**config.mk**
```make
export PLATFORM = sky130hd
export DESIGN_NAME = traffic_ctrl_param
export DESIGN_NICKNAME = d
export VERILOG_FILES = /design/src/rtl/traffic_ctrl_param.sv
export SDC_FILE = /design/constraint.sdc
export NUM_CORES = 1
export LEC_CHECK = 0
export CORE_AREA = 8 8 73 59
export DETAILED_ROUTE_END_ITERATION = 6
export DIE_AREA = 0 0 81 67
export PLACE_DENSITY = 0.69
export RECOVER_POWER = 100
export REMOVE_ABC_BUFFERS = 1
export SYNTH_ARGS = -nofsm -noshare
export SYNTH_HDL_FRONTEND = slang
export SYNTH_SLANG_ARGS = --single-unit
```
**constraint.sdc**
```tcl
create_clock -name clk -period 2.5 [get_ports clk]
set_input_delay 0.375 -clock clk [delete_from_list [all_inputs] [get_ports clk]]
set_output_delay 0.375 -clock clk [all_outputs]
set_load 0.02 [all_outputs]
```
**src/rtl/traffic_ctrl_param.sv**
```systemverilog
// Two-road traffic light controller: shared tick prescaler and phase timer,
// demand-actuated greens with gap-out, all-red clearance and maintenance flash.
module traffic_ctrl_param #(
    parameter int unsigned TICK_DIV     = 4,
    parameter int unsigned CNT_W        = 6,
    parameter int unsigned NS_GREEN_MIN = 8,
    parameter int unsigned EW_GREEN_MIN = 3,
    parameter int unsigned EW_GREEN_MAX = 12,
    parameter int unsigned YELLOW_T     = 3,
    parameter int unsigned ALLRED_T     = 1
) (
    input  logic             clk,
    input  logic             rst,
    input  logic             ns_detect,
    input  logic             ew_detect,
    input  logic             force_flash,
    output logic             ns_red,
    output logic             ns_yellow,
    output logic             ns_green,
    output logic             ew_red,
    output logic             ew_yellow,
    output logic             ew_green,
    output logic [2:0]       state,
    output logic [CNT_W-1:0] phase_timer
);

    localparam int unsigned PRE_W = (TICK_DIV > 1) ? $clog2(TICK_DIV) : 1;
    localparam int unsigned E_W   = CNT_W + 1;

    localparam logic [2:0] ST_NS_GREEN  = 3'd0;
    localparam logic [2:0] ST_NS_YELLOW = 3'd1;
    localparam logic [2:0] ST_ALL_RED_A = 3'd2;
    localparam logic [2:0] ST_EW_GREEN  = 3'd3;
    localparam logic [2:0] ST_EW_YELLOW = 3'd4;
    localparam logic [2:0] ST_ALL_RED_B = 3'd5;
    localparam logic [2:0] ST_FLASH     = 3'd6;

    // Lamp vector order: {ns_red, ns_yellow, ns_green, ew_red, ew_yellow, ew_green}
    localparam logic [5:0] LAMPS_RST = 6'b100_100;

    logic [2:0]       r_state;
    logic [CNT_W-1:0] r_timer;
    logic [PRE_W-1:0] r_pre;
    logic             r_flash;
    logic [5:0]       r_lamps;

    logic [2:0]       w_state_nxt;
    logic [CNT_W-1:0] w_timer_nxt;
    logic [PRE_W-1:0] w_pre_nxt;
    logic             w_flash_nxt;
    logic [5:0]       w_lamps_nxt;
    logic             w_tick;
    logic             w_go;
    logic [2:0]       w_go_state;
    logic [E_W-1:0]   w_e;
    logic [CNT_W-1:0] w_timer_sat;
    logic             w_unused;

    // ns_detect is reserved; it does not influence phasing
    assign w_unused = ns_detect;

    // State, timer, prescaler and lamp registers
    always_ff @(posedge clk) begin
        if (rst) begin
            r_state <= ST_ALL_RED_B;
            r_timer <= '0;
            r_pre   <= '0;
            r_flash <= 1'b0;
            r_lamps <= LAMPS_RST;
        end else begin
            r_state <= w_state_nxt;
            r_timer <= w_timer_nxt;
            r_pre   <= w_pre_nxt;
            r_flash <= w_flash_nxt;
            r_lamps <= w_lamps_nxt;
        end
    end

    assign w_tick      = (r_pre == PRE_W'(TICK_DIV - 1));
    assign w_e         = {1'b0, r_timer} + E_W'(1);
    assign w_timer_sat = (&r_timer) ? r_timer : w_e[CNT_W-1:0];

    // Tick-qualified transition condition for each normal phase
    always_comb begin
        w_go       = 1'b0;
        w_go_state = r_state;
        case (r_state)
            ST_NS_GREEN: begin
                w_go       = (w_e >= E_W'(NS_GREEN_MIN)) && ew_detect;
                w_go_state = ST_NS_YELLOW;
            end
            ST_NS_YELLOW: begin
                w_go       = (w_e == E_W'(YELLOW_T));
                w_go_state = ST_ALL_RED_A;
            end
            ST_ALL_RED_A: begin
                w_go       = (w_e == E_W'(ALLRED_T));
                w_go_state = ST_EW_GREEN;
            end
            ST_EW_GREEN: begin
                w_go       = (w_e == E_W'(EW_GREEN_MAX)) ||
                             ((w_e >= E_W'(EW_GREEN_MIN)) && !ew_detect);
                w_go_state = ST_EW_YELLOW;
            end
            ST_EW_YELLOW: begin
                w_go       = (w_e == E_W'(YELLOW_T));
                w_go_state = ST_ALL_RED_B;
            end
            ST_ALL_RED_B: begin
                w_go       = (w_e == E_W'(ALLRED_T));
                w_go_state = ST_NS_GREEN;
            end
            default: begin
                w_go       = 1'b0;
                w_go_state = r_state;
            end
        endcase
    end

    // Next-state: illegal recovery, flash entry/exit, then ticked phasing
    always_comb begin
        w_state_nxt = r_state;
        w_timer_nxt = r_timer;
        w_pre_nxt   = w_tick ? '0 : r_pre + PRE_W'(1);
        w_flash_nxt = r_flash;
        if (r_state > ST_FLASH) begin
            w_state_nxt = ST_ALL_RED_B;
            w_timer_nxt = '0;
        end else if (r_state == ST_FLASH) begin
            w_timer_nxt = '0;
            if (!force_flash) begin
                w_state_nxt = ST_ALL_RED_B;
                w_pre_nxt   = '0;
            end else if (w_tick) begin
                w_flash_nxt = !r_flash;
            end
        end else if (force_flash) begin
            w_state_nxt = ST_FLASH;
            w_timer_nxt = '0;
            w_pre_nxt   = '0;
            w_flash_nxt = 1'b1;
        end else if (w_tick) begin
            if (w_go) begin
                w_state_nxt = w_go_state;
                w_timer_nxt = '0;
            end else begin
                w_timer_nxt = w_timer_sat;
            end
        end
    end

    // Lamp decode of the next state so lamps switch together with state
    always_comb begin
        w_lamps_nxt = LAMPS_RST;
        case (w_state_nxt)
            ST_NS_GREEN:  w_lamps_nxt = 6'b001_100;
            ST_NS_YELLOW: w_lamps_nxt = 6'b010_100;
            ST_ALL_RED_A: w_lamps_nxt = 6'b100_100;
            ST_EW_GREEN:  w_lamps_nxt = 6'b100_001;
            ST_EW_YELLOW: w_lamps_nxt = 6'b100_010;
            ST_ALL_RED_B: w_lamps_nxt = 6'b100_100;
            ST_FLASH:     w_lamps_nxt = {1'b0, w_flash_nxt, 1'b0, w_flash_nxt, 2'b00};
            default:      w_lamps_nxt = LAMPS_RST;
        endcase
    end

    assign {ns_red, ns_yellow, ns_green, ew_red, ew_yellow, ew_green} = r_lamps;
    assign state       = r_state;
    assign phase_timer = r_timer;

endmodule

```
==> impl_metrics.py, run 1 <==
metrics = {
    "sta": {
        "finalCriticalPeriod_ns": 2.51,
        "max_freq_mhz": 399,
        "worst_slew_pin_slew_ns": 0.465,
        "skew_ns": 0.00850,
        "rsz0062_at_grt": "yes",
        "slew_viol_final": 0,
        "period_share_pct": 100,
        "slew_headroom_pct": 68.8,
        "hold_violations": 0,
        "worst_slack_ns": -0.00504,
        "finalSetupViolCount": 1,
    },
    "synth": {
        "synthArstFlopShare_pct": 0,
        "synthTopCellsByArea": "dfxtp_1 (26%), ha_1 (4.6%), nor2_1 (4.1%), nand2_1 (3.9%), a21oi_1 (3.7%)",
        "synth.distinct_cells": 59,
        "synth_commonest_cells": "dfxtp_1 (18), nor2_1 (15), nand2_1 (14), a21oi_1 (10), nand3_1 (10)",
        "synth_top_area_cell": "dfxtp_1",
        "yosysSeqAreaShare_pct": 26.5,
        "synth_top_cell_area_share_pct": 26.5,
        "netlist_area_mm2": 0.00136,
        "yosys_warnings": 0,
        "synth_area_per_cell_um2": 8.34,
        "yosysMostFrequentCell": "dfxtp_1",
        "synthFlopType": "dfxtp_1",
        "syn_inst": 163,
        "ys_seq_elements": 18,
        "synth_edf_count": 0,
    },
    "placed_design": {
        "io_buffers": 18,
        "dp_cells": 234,
        "place.gp.congestion": 0.896,
        "dp_slack_ns": -0.0829,
        "hpwl_um": 2660,
    },
    "cells_and_area": {
        "diodes": 0,
        "fin_cells": 248,
        "drive_gt1_share_pct": 30.8,
        "syn_to_final_growth_pct": 37.9,
        "nNetsFinal": 219,
    },
    "hold_path": {
        "whs_endpoint": "r_pre[0]$_SDFF_PP0_",
        "min_path_type": "reg2reg",
        "min_path_cells": 1,
        "min-delay-start": "r_pre[0]$_SDFF_PP0_",
    },
    "clock_network": {
        "clock-root-buffer": "clkbuf_8",
        "cts_tree": "yes",
        "numCtsBuffers": 3,
        "clkSinkCount": 18,
        "clock_latency_ns": 0.26,
        "htree_levels": 1,
        "path_clk_slew_ns": 0.08,
        "cts_buffer_depth": 2,
    },
    "setup_path": {
        "crit_path_start_kind": "flip-flop",
        "worst-endpoint-required_ns": 2.65,
        "r2r_cells": 8,
        "r2r_start": "phase_timer[0]$_SDFFE_PP0P_",
        "r2r_setup_slack_ns": -0.005,
        "crit_path_start": "phase_timer[0]$_SDFFE_PP0P_",
        "crit_type": "reg2reg",
        "r2r-end": "r_lamps[2]$_SDFF_PP1_",
        "arrival_ns": 2.65,
        "cp-end-kind": "flip-flop",
        "critPathMaxFanout": 7,
    },
    "run_status": {
        "violations": "setup timing",
        "status": "finished with violations",
    },
    "floorplanning": {
        "start_util_pct": 43.1,
        "die-height_um": 67,
        "die_x_um": 81,
        "coreArea_mm2": 0.00315,
        "ios": 20,
        "rows": 18,
        "die_area_mm2": 0.00543,
    },
    "routing": {
        "drc": 0,
        "num_vias": 1426,
        "dr.pass1.iters": 4,
        "avgViaCountPerCell": 5.75,
        "avgRoutedWirePerCell_um": 15.0,
        "drtIter0Drc": 110,
        "drt-total-wl_um": 3720,
        "ant_nets": 0,
    },
    "global_routing": {
        "grtUsageTotal_pct": 13.2,
        "grt_pass1_vias": 1273,
        "grt_antenna_before_repair": 0,
        "grt_pass1_wl_um": 5850,
        "grt_max_degree": 17,
        "grt-ovfl-total": 0,
    },
    "pwr": {
        "peakVddDrop_mv": 0.261,
        "power_density_mw_per_mm2": 374,
        "power_uw": 702,
        "p_leak_uw": 0.000767,
    },
    "job": {
        "drv_cap": 0,
    },
}
-- per-stage QoR --
stage          hold WS [ns]  utilization, %  cell area (µm²)  setup TNS (ns)
3_5_place_dp          0.425            52.9             1670          -0.284
3_3_place_gp          0.417            52.9             1670         -0.0183
4_1_cts               0.436            55.1             1740               0
6_report              0.451            59.5             1880        -0.00504
5_1_grt               0.452            59.5             1880          -0.716
2_1_floorplan         0.405               -             1260          -0.266
-- cells by family after synthesis --
family | synth area share [%]
xor gates and xnor gates | 1.29
buffers and inverters | 8.92
adders and majority gates | 4.60
AOI/OAI and AO/OA | 31.3
DFF | 26.5
muxes | 0.828
and+or+nand+nor | 26.6
-- per-layer routing --
layer	wire (µm)	up-vias	GRT usage, %
met3	237	4	3.90
met4	29	0	3.56
met2	1800	50	22.1
met1	1650	673	16.2
met5	0	-	0
li1	-	699	-
-- how the worst max path moves through the flow --
stage	endpoint	slack (ns)
5_1_grt	r_lamps[3]$_SDFF_PP0_	-0.14
4_1_cts	r_lamps[3]$_SDFF_PP0_	0.02
2_1_floorplan	r_lamps[2]$_SDFF_PP1_	-0.12
6_report	r_lamps[2]$_SDFF_PP1_	-0.005
3_5_place_dp	r_lamps[2]$_SDFF_PP1_	-0.08
3_3_place_gp	r_lamps[2]$_SDFF_PP1_	-0.02
-- what timing repair did --
item	4_1_cts	5_1_grt
hold endpoints to repair	0	0
hold buffers	0	0
setup buffers	1	9
pin swaps	3	11
gates resized for setup	4	19
endpoints found under the setup margin	7	14
-- sequential cells by signal (all words and copies together), names as in the netlist --
register     flops
r_lamps          6
phase_timer      6
state            3
r_flash          1
r_pre            2
-- worst max-delay path, stage by stage, from the launching register on --
cell	delay (ns)
dfxtp_4	0.38
ha_2	0.22
or2_2	0.27
a22o_1	0.23
a2111oi_4	0.39
nor3_2	0.14
o21ai_4	0.26
o221ai_2	0.16
a311o_1	0.35
-- cells in the final DEF (no fill, tap or decap), types with 2 or more instances in the layout --
cell type	Yosys	final
buf_4	3	32
dfxtp_1	18	16
nor2_1	15	14
nand2_1	14	13
dlygate4sd3_1	0	12
nand3_1	10	10
a21oi_1	10	10
o21ai_0	8	7
clkdlybuf4s50_1	0	6
nor3_1	5	5
inv_1	7	5
o31ai_1	4	4
clkbuf_8	3	4
and3_1	3	3
ha_1	5	3
inv_4	0	2
nand3b_1	2	2
a21boi_1	2	2
o211ai_1	2	2
a2111oi_2	1	2
a2111oi_4	1	2
and3_2	2	2
and2_0	1	2
xnor2_1	2	2
a211oi_1	2	2
nor4_1	2	2
a31oi_1	2	2
a21o_1	2	2
dfxtp_4	0	2
-- layout make-up --
cell class              count  area (µm²)
well taps                  40        50.0
fillers                   297        1280
inverters                   7        31.3
multi-input cells         128         940
clock buffers               4        55.1
repair buffers             51         432
flip-flops and latches     18         368
-- power breakdown --
group          internal, µW  switching, µW
registers               295           6.70
clock network           140            103
logic                  71.2           86.4
(Power assumes the default switching activity.)
==> run 2: changes to the inputs <==
Settings changed: DONT_BUFFER_PORTS set to 1, MAX_ROUTING_LAYER set to met4, PLACE_DENSITY 0.69 to not set.
==> run 2 against run 1 <==
Effect of this change:
- wire length shrank 2.0%
- maximum frequency grew 1.6%
- flip-flop and latch count is the same
- the flow now finishes without violations
- core utilization shrank 4.9 points
- register-to-register slack gained 0.04 ns
- sequential share of layout area grew 1.8 points
- cell area shrank 8.2%
==> impl_metrics.py, run 2 (synthesized netlist as in run 1, its figures left out) <==
metrics = {
    "pwr": {
        "peakVddDrop_mv": 0.171,
        "power_frac_comb_pct": 17.8,
        "netSwitchingPower_uw": 186,
        "p_leak_uw": 0.000689,
        "p_int_uw": 487,
        "power_frac_seq_pct": 45.6,
        "power_density_mw_per_mm2": 391,
        "sw_frac_of_total_pct": 27.6,
        "power_frac_clock_pct": 36.6,
    },
    "clock_network": {
        "path_clk_slew_ns": 0.07,
        "numCtsBuffers": 3,
        "hold_buffers": 0,
        "cts_tree": "yes",
        "cts_buffer_depth": 2,
        "clock-root-buffer": "clkbuf_8",
        "htree_levels": 1,
        "clkSinkCount": 18,
        "clock_latency_ns": 0.26,
    },
    "global_routing": {
        "grt-ovfl-total": 0,
        "grt_pass1_wl_um": 5720,
        "grtUsageTotal_pct": 13.8,
        "grt_antenna_before_repair": 0,
        "grt_pass1_vias": 1195,
        "grt_max_degree": 18,
    },
    "setup_path": {
        "critPathMaxFanout": 7,
        "worstPathCellList": "ha_4 > or2b_1 > mux2_4 > a2111oi_4 > nor3_4 > o21ai_4 > buf_6 > o221ai_2 > a311o_1",
        "crit_slowest_cell": "dfxtp_4",
        "arrival_ns": 2.62,
        "worst-endpoint-required_ns": 2.65,
        "path_buf_inv": 1,
        "crit_path_start_kind": "flip-flop",
        "critical-path-top-delay-family": "compound AO/OA/AOI/OAI gates",
        "crit_type": "reg2reg",
        "cp-end-kind": "flip-flop",
        "max_stage_delay_ns": 0.38,
    },
    "routing": {
        "ant_nets": 0,
        "drtIter0Drc": 101,
        "drc": 0,
        "dr.pass1.iters": 4,
        "avgRoutedWirePerCell_um": 15.8,
        "drt-total-wl_um": 3640,
        "avgViaCountPerCell": 5.89,
        "num_vias": 1354,
    },
    "job": {
        "drv_cap": 0,
    },
    "cells_and_area": {
        "most-common-layout-cells": "buf_4 (30), dfxtp_1 (16), nor2_1 (15)",
        "diodes": 0,
        "final_util_pct": 54.6,
        "syn_to_final_growth_pct": 26.6,
        "nFillCells": 295,
        "layout_commonest_cell": "buf_4",
        "final_area_mm2": 0.00172,
        "multi_input_area_um2": 958,
        "nNetsFinal": 201,
        "drive_gt1_share_pct": 33.7,
        "fin_cells": 230,
        "ff_latch_area_um2": 368,
    },
    "sta": {
        "period_share_pct": 98.7,
        "finalSetupViolCount": 0,
        "skew_ns": 0.00232,
        "max_freq_mhz": 405,
        "hold_violations": 0,
        "slew_headroom_pct": 61.6,
        "finalCriticalPeriod_ns": 2.47,
        "slew_viol_final": 0,
        "worst_slack_ns": 0.0335,
        "rsz0062_at_grt": "yes",
        "worst_slew_pin_slew_ns": 0.575,
    },
    "placed_design": {
        "dp_slack_ns": -0.0640,
        "io_buffers": 0,
        "dp_cells": 218,
        "place.gp.congestion": 0.859,
        "place_area_mm2": 0.00150,
        "hpwl_um": 2650,
    },
    "floorplanning": {
        "ios": 20,
        "die-height_um": 67,
        "die_area_mm2": 0.00543,
        "rows": 18,
        "start_util_pct": 43.1,
        "coreArea_mm2": 0.00315,
        "die_x_um": 81,
    },
    "hold_path": {
        "min_path_type": "in2reg",
    },
    "run_status": {
        "status": "finished clean",
    },
}
[run 2: per-stage QoR]
step | hold WS, ns | power, µW | setup TNS, ns
3_5_place_dp | 0.419 | 431 | -0.133
3_3_place_gp | 0.414 | 428 | -0.0465
2_1_floorplan | 0.405 | 392 | -0.266
4_1_cts | 0.173 | 671 | 0
5_1_grt | 0.167 | 699 | -0.258
6_report | 0.172 | 673 | 0
[run 2: worst paths after layout]
path / depth (start not counted) / end / slack, ns / from
worst min-delay path: 1 / r_lamps[3]$_SDFF_PP0_ / 0.17 / rst
worst min register to register: 1 / r_pre[0]$_SDFF_PP0_ / 0.43 / r_pre[0]$_SDFF_PP0_
worst max register to register: 9 / r_lamps[2]$_SDFF_PP1_ / 0.03 / phase_timer[1]$_SDFFE_PP0P_
worst max-delay path: 9 / r_lamps[2]$_SDFF_PP1_ / 0.03 / phase_timer[1]$_SDFFE_PP0P_
[run 2: cell type report]
class	count	share of cell area [%]
clock buffer	4	3.20
inverter	7	1.82
multi-input combinational	128	55.7
sequential	18	21.4
tap	40	2.91
timing repair buffer	33	15.0
[run 2: timing repair]
action	4_1_cts	5_1_grt
endpoints found under the setup margin	7	11
setup buffers	2	6
gates resized for setup	8	18
pin swaps	7	13
[run 2: power groups by stage]
stage	sequential (µW)	clock, µW	combinational (µW)
after floorplan	324	0	67.2
after global placement	316	0	112
after detailed placement	316	0	115
after CTS	308	248	116
after global routing	308	259	132
final	307	246	120
[run 2: per-layer routing]
metal	part of all wire, %	up-vias	track usage, %
li1	-	659	-
met1	44	656	16.6
met2	48	34	21.7
met3	5.8	5	3.23
met4	1.3	0	5.33
met5	0	-	-
